===== src/rtl/mp_add_sequencer.sv =====
// Multi-precision add/subtract sequencer: two round-robin requesters share one
// W-bit ripple-carry slice that is stepped once per word, least-significant first.

module ripple_carry_adder #(
  parameter int N = 32
) (
  input  logic [N-1:0] a,
  input  logic [N-1:0] b,
  input  logic         ci,
  output logic [N-1:0] s,
  output logic         co
);
  logic [N:0] c;

  always_comb begin
    c    = '0;
    s    = '0;
    c[0] = ci;
    for (int i = 0; i < N; i++) begin
      s[i]   = a[i] ^ b[i] ^ c[i];
      c[i+1] = (a[i] & b[i]) | (c[i] & (a[i] ^ b[i]));
    end
    co = c[N];
  end
endmodule

// state | meaning
// IDLE  | arbitrate requesters, accept one operation
// RUN   | one word through the slice per cycle, carry chained in carry_q
// DONE  | result held on rsp_* until the consumer takes it
module mp_add_sequencer #(
  parameter int W     = 32,
  parameter int WORDS = 4,
  parameter int OW    = W * WORDS
) (
  input  logic          clk,
  input  logic          rst,
  input  logic          req0_valid,
  output logic          req0_ready,
  input  logic [OW-1:0] req0_a,
  input  logic [OW-1:0] req0_b,
  input  logic          req0_ci,
  input  logic          req0_op,
  input  logic          req1_valid,
  output logic          req1_ready,
  input  logic [OW-1:0] req1_a,
  input  logic [OW-1:0] req1_b,
  input  logic          req1_ci,
  input  logic          req1_op,
  output logic          rsp_valid,
  input  logic          rsp_ready,
  output logic          rsp_id,
  output logic [OW-1:0] rsp_sum,
  output logic          rsp_co,
  output logic          rsp_ovf,
  output logic          busy
);
  localparam int IW = (WORDS > 1) ? $clog2(WORDS) : 1;

  localparam logic [1:0] IDLE = 2'd0;
  localparam logic [1:0] RUN  = 2'd1;
  localparam logic [1:0] DONE = 2'd2;

  logic [1:0]    state_q, state_d;
  logic [IW-1:0] idx_q, idx_d;
  logic          carry_q, carry_d;
  logic [OW-1:0] a_q, a_d;
  logic [OW-1:0] b_q, b_d;
  logic          op_q, op_d;
  logic          id_q, id_d;
  logic          last_grant_q, last_grant_d;
  logic          rsp_valid_q, rsp_valid_d;
  logic          rsp_id_q, rsp_id_d;
  logic [OW-1:0] sum_q, sum_d;
  logic          co_q, co_d;
  logic          ovf_q, ovf_d;

  logic          any_valid;
  logic          grant;
  logic [31:0]   base;
  logic [W-1:0]  slice_a, slice_b, slice_s;
  logic          slice_co;

  // A tie goes to the requester that did not win last time.
  always_comb begin
    any_valid = req0_valid | req1_valid;
    if (req0_valid && req1_valid) grant = ~last_grant_q;
    else                          grant = req1_valid;
  end

  assign req0_ready = !rst && (state_q == IDLE) && any_valid && (grant == 1'b0);
  assign req1_ready = !rst && (state_q == IDLE) && any_valid && (grant == 1'b1);

  always_comb begin
    base    = 32'(idx_q) * 32'(W);
    slice_a = a_q[base +: W];
    slice_b = b_q[base +: W] ^ {W{op_q}};
  end

  ripple_carry_adder #(.N(W)) u_slice (
    .a  (slice_a),
    .b  (slice_b),
    .ci (carry_q),
    .s  (slice_s),
    .co (slice_co)
  );

  always_comb begin
    state_d      = state_q;
    idx_d        = idx_q;
    carry_d      = carry_q;
    a_d          = a_q;
    b_d          = b_q;
    op_d         = op_q;
    id_d         = id_q;
    last_grant_d = last_grant_q;
    rsp_valid_d  = rsp_valid_q;
    rsp_id_d     = rsp_id_q;
    sum_d        = sum_q;
    co_d         = co_q;
    ovf_d        = ovf_q;
    case (state_q)
      IDLE: begin
        if (any_valid) begin
          a_d          = grant ? req1_a  : req0_a;
          b_d          = grant ? req1_b  : req0_b;
          op_d         = grant ? req1_op : req0_op;
          carry_d      = op_d ? 1'b1 : (grant ? req1_ci : req0_ci);
          id_d         = grant;
          last_grant_d = grant;
          idx_d        = '0;
          state_d      = RUN;
        end
      end
      RUN: begin
        sum_d[base +: W] = slice_s;
        carry_d          = slice_co;
        idx_d            = idx_q + 1'b1;
        if (idx_q == IW'(WORDS - 1)) begin
          idx_d       = '0;
          state_d     = DONE;
          rsp_valid_d = 1'b1;
          rsp_id_d    = id_q;
          co_d        = slice_co;
          ovf_d       = (slice_a[W-1] == slice_b[W-1]) && (slice_s[W-1] != slice_a[W-1]);
        end
      end
      DONE: begin
        if (rsp_ready) begin
          rsp_valid_d = 1'b0;
          state_d     = IDLE;
        end
      end
      default: state_d = IDLE;
    endcase
  end

  always_ff @(posedge clk) begin
    if (rst) begin
      state_q      <= IDLE;
      idx_q        <= '0;
      carry_q      <= 1'b0;
      a_q          <= '0;
      b_q          <= '0;
      op_q         <= 1'b0;
      id_q         <= 1'b0;
      last_grant_q <= 1'b1;
      rsp_valid_q  <= 1'b0;
      rsp_id_q     <= 1'b0;
      sum_q        <= '0;
      co_q         <= 1'b0;
      ovf_q        <= 1'b0;
    end else begin
      state_q      <= state_d;
      idx_q        <= idx_d;
      carry_q      <= carry_d;
      a_q          <= a_d;
      b_q          <= b_d;
      op_q         <= op_d;
      id_q         <= id_d;
      last_grant_q <= last_grant_d;
      rsp_valid_q  <= rsp_valid_d;
      rsp_id_q     <= rsp_id_d;
      sum_q        <= sum_d;
      co_q         <= co_d;
      ovf_q        <= ovf_d;
    end
  end

  assign rsp_valid = rsp_valid_q;
  assign rsp_id    = rsp_id_q;
  assign rsp_sum   = sum_q;
  assign rsp_co    = co_q;
  assign rsp_ovf   = ovf_q;
  assign busy      = (state_q == RUN) || (state_q == DONE);
endmodule


===== config.mk =====
export PLATFORM = sky130hd
export DESIGN_NAME = mp_add_sequencer
export DESIGN_NICKNAME = d
export VERILOG_FILES = /design/src/rtl/mp_add_sequencer.sv
export SDC_FILE = /design/constraint.sdc
export NUM_CORES = 1
export LEC_CHECK = 0
export ABC_AREA = 1
export BUFFER_PORTS_ARGS = -buffer_cell sky130_fd_sc_hd__buf_2
export CAP_MARGIN = 20
export CORE_AREA = 4 4 257 259
export CTS_CLUSTER_DIAMETER = 80
export CTS_CLUSTER_SIZE = 28
export DETAILED_ROUTE_END_ITERATION = 8
export DIE_AREA = 0 0 261 263
export GPL_ROUTABILITY_DRIVEN = 0
export SLEW_MARGIN = 20
export SYNTH_ARGS = -nofsm -noshare
export SYNTH_HDL_FRONTEND = slang
export SYNTH_SLANG_ARGS = --single-unit

===== constraint.sdc =====
create_clock -name clk -period 33.5 [get_ports clk]
set_input_delay 1.675 -clock clk [delete_from_list [all_inputs] [get_ports clk]]
set_output_delay 1.675 -clock clk [all_outputs]
set_load 0.03 [all_outputs]

==> results.cfg <==
[flow_run]
maxCapViolations = 0

[place]
dpl.hpwl_um = 64170
io_buffers = 655

[power]
leakagePower_nw = 9.643
p_sw_mw = 1.077
clkPwrFrac_pct = 17.2
p_int_mw = 1.082
max-vdd-ir-drop_uv = 74.25
swShare_pct = 49.89
finalPower_mw = 2.159
pwr-share-comb_pct = 52.7
power_density_nw_per_um2 = 88.59
seqPwrFrac_pct = 30.1

[sta]
period_minus_slack_ns = 14.49
skew_ns = 0.02680
drv_slew = 0
setup_violations = 0
fmax_mhz = 69.02
rsz0062_at_grt = false
tightest_slew_ns = 1.010
slew-limit-headroom_pct = 32.66
finalHoldViolations = 0
setup-tns-final_ns = 0
post-route-period-util_pct = 43.25

[cts]
postCtsSetupBuffers = 0
clk_latency_ns = 0.60
cts_repair_resize_count = 0
cts_max_level = 1
cts-hold-fix-buffers = 0
root_buffer = clkbuf_16
numCtsBuffers = 26
clock-sinks = 396
cts_buffer_depth = 3
cts_tree = done
path_clk_slew_ns = 0.10

[synthesis]
ys_seq_area_share_pct = 39.85
yosys_warnings = 0
synth_top_area_share_pct = 39.85
syn_area_per_cell_um2 = 7.676
syn_area_um2 = 19900
ys_top_cells_by_area = dfxtp_1 (40%), nand2_1 (9.8%), o211ai_1 (9.3%), a21oi_1 (8.4%), or2_1 (6.8%)
synthCells = 2592
yosysUniqueCellTypes = 33
yosysTopAreaCell = dfxtp_1
ys_seq_elements = 396
syn_nets = 3155

[die]
die_width_um = 261
core_um2 = 63880
core.rowCount = 93
io_pins = 656
die_area_um2 = 68640
dieHeight_um = 263
initial_utilization_pct = 31.14

[drt]
route.detailed.drc = 0
drt_iter0_markers = 1889
num_vias = 19950
ant_nets = 0
wire_per_inst_um = 21.67
dr.pass1.iters = 6
via_per_inst = 5.075
routed_wirelength_um = 85180

[critical_path]
crit_path_frequent_cell = fa_1
critPathBufInv = 6
crit_family = adder cells
crit_required_ns = 34.04
arrival_ns = 15.02
cp-end-kind = flip-flop
slowest_delay_ns = 0.58
cp_max_fo = 67
critPathKind = reg -> reg
start_kind = flip-flop
reg2reg_slack_ns = 19.01
slowest_stage = buf_4

[final_layout]
nNetsFinal = 3619
multiInputGateArea_um2 = 10710
area_delta_synth_final_pct = 22.51
n_antenna_cell = 0
utilization_pct = 38.16
fillCellCount = 6668
layout-drive-gt1-share_pct = 25.91
regArea_um2 = 7933

[global_route]
antenna_found_initial = 4
grt_overflow_total = 0
grt_pass1_wl_um = 121600
grt_max_degree = 186
grt_pass1_vias = 18520
grt_usage_pct = 23.22

[min_path]
min_path_type = reg -> reg

[run_status]
outcome = finished, final reports clean
==> registers in the layout, indices dropped and copies added (netlist names), 2 cells and up <==
register  count
state_q       2
b_q         128
a_q         128
rsp_sum     128
idx_q         2
==> kinds of logic after synthesis <==
| kind of cell | synth area share [%] |
|---|---|
| DFF | 39.85 |
| and+or+nand+nor | 24.94 |
| buffers and inverters | 6.484 |
| AOI/OAI and AO/OA | 23.47 |
| xor gates and xnor gates | 1.409 |
| adders and majority gates | 3.849 |
==> metal layers <==
| metal | GRT usage, % | share of wire [%] |
|---|---|---|
| met3 | 2.434 | 4.9 |
| met2 | 40.84 | 50 |
| met5 | 0 | 0.026 |
| met1 | 31.40 | 44 |
| met4 | 3.478 | 1.6 |
==> cells in the final DEF (no fill, tap or decap), types with 64 or more instances in the layout <==
cell type  instances
nor2_1           128
nand3_1          101
a21oi_1          334
o21ai_0           64
a22oi_1           64
nand2_1          518
o211ai_1         246
dfxtp_1          394
buf_2            654
or2_1            217
==> metrics by stage <==
step	instances	hold WS, ns	area (µm²)	setup WS, ns
final	3931	0.4673	24370	19.01
after global routing	3931	0.4843	24370	18.50
after CTS	3931	0.4675	24370	19.06
after detailed placement	3883	0.4522	23390	19.07
after global placement	3883	0.4492	23390	19.20
after floorplan	2592	0.4413	19900	20.39
==> layout make-up <==
type,instances,share of cell area [%]
multi-input combinational,1903,43.94
sequential,396,32.54
timing repair buffer,677,14.23
tap,855,4.389
clock buffer,26,2.669
clock inverter,22,1.340
inverter,52,0.8829
==> cells in the mapped netlist, drive strengths merged <==
cell type    n
a21oi      334
xor2        32
nor3        34
o22ai       27
o21ai       65
fa          32
a32o         4
a22oi       64
ha          10
inv         50
o211ai     256
or2        260
nand4       28
nand3b       2
clkbuf     119
nand2      523
nand3      101
dfxtp      396
buf        122
clkinv       2
nor2       131
==> worst paths after layout <==
path,start,to,depth (start not counted)
min,a_q[90],a_q[90],2
min reg2reg,a_q[90],a_q[90],2
max,idx_q[1],rsp_sum[63],44
max reg2reg,idx_q[1],rsp_sum[63],44
==> tightest hold or removal path, stage by stage, from the launching register on <==
cell	delay, ns
dfxtp_1	0.32
nand2_1	0.06
a21oi_1	0.05
==> power groups by stage <==
stage	clock [mW]	combinational, mW	sequential [mW]
after floorplan	0	0.704	0.660
after global placement	0	1.15	0.659
after detailed placement	0	1.15	0.659
after CTS	0.379	1.16	0.649
after global routing	0.396	1.24	0.661
final	0.371	1.14	0.650
(Power assumes the default switching activity.)
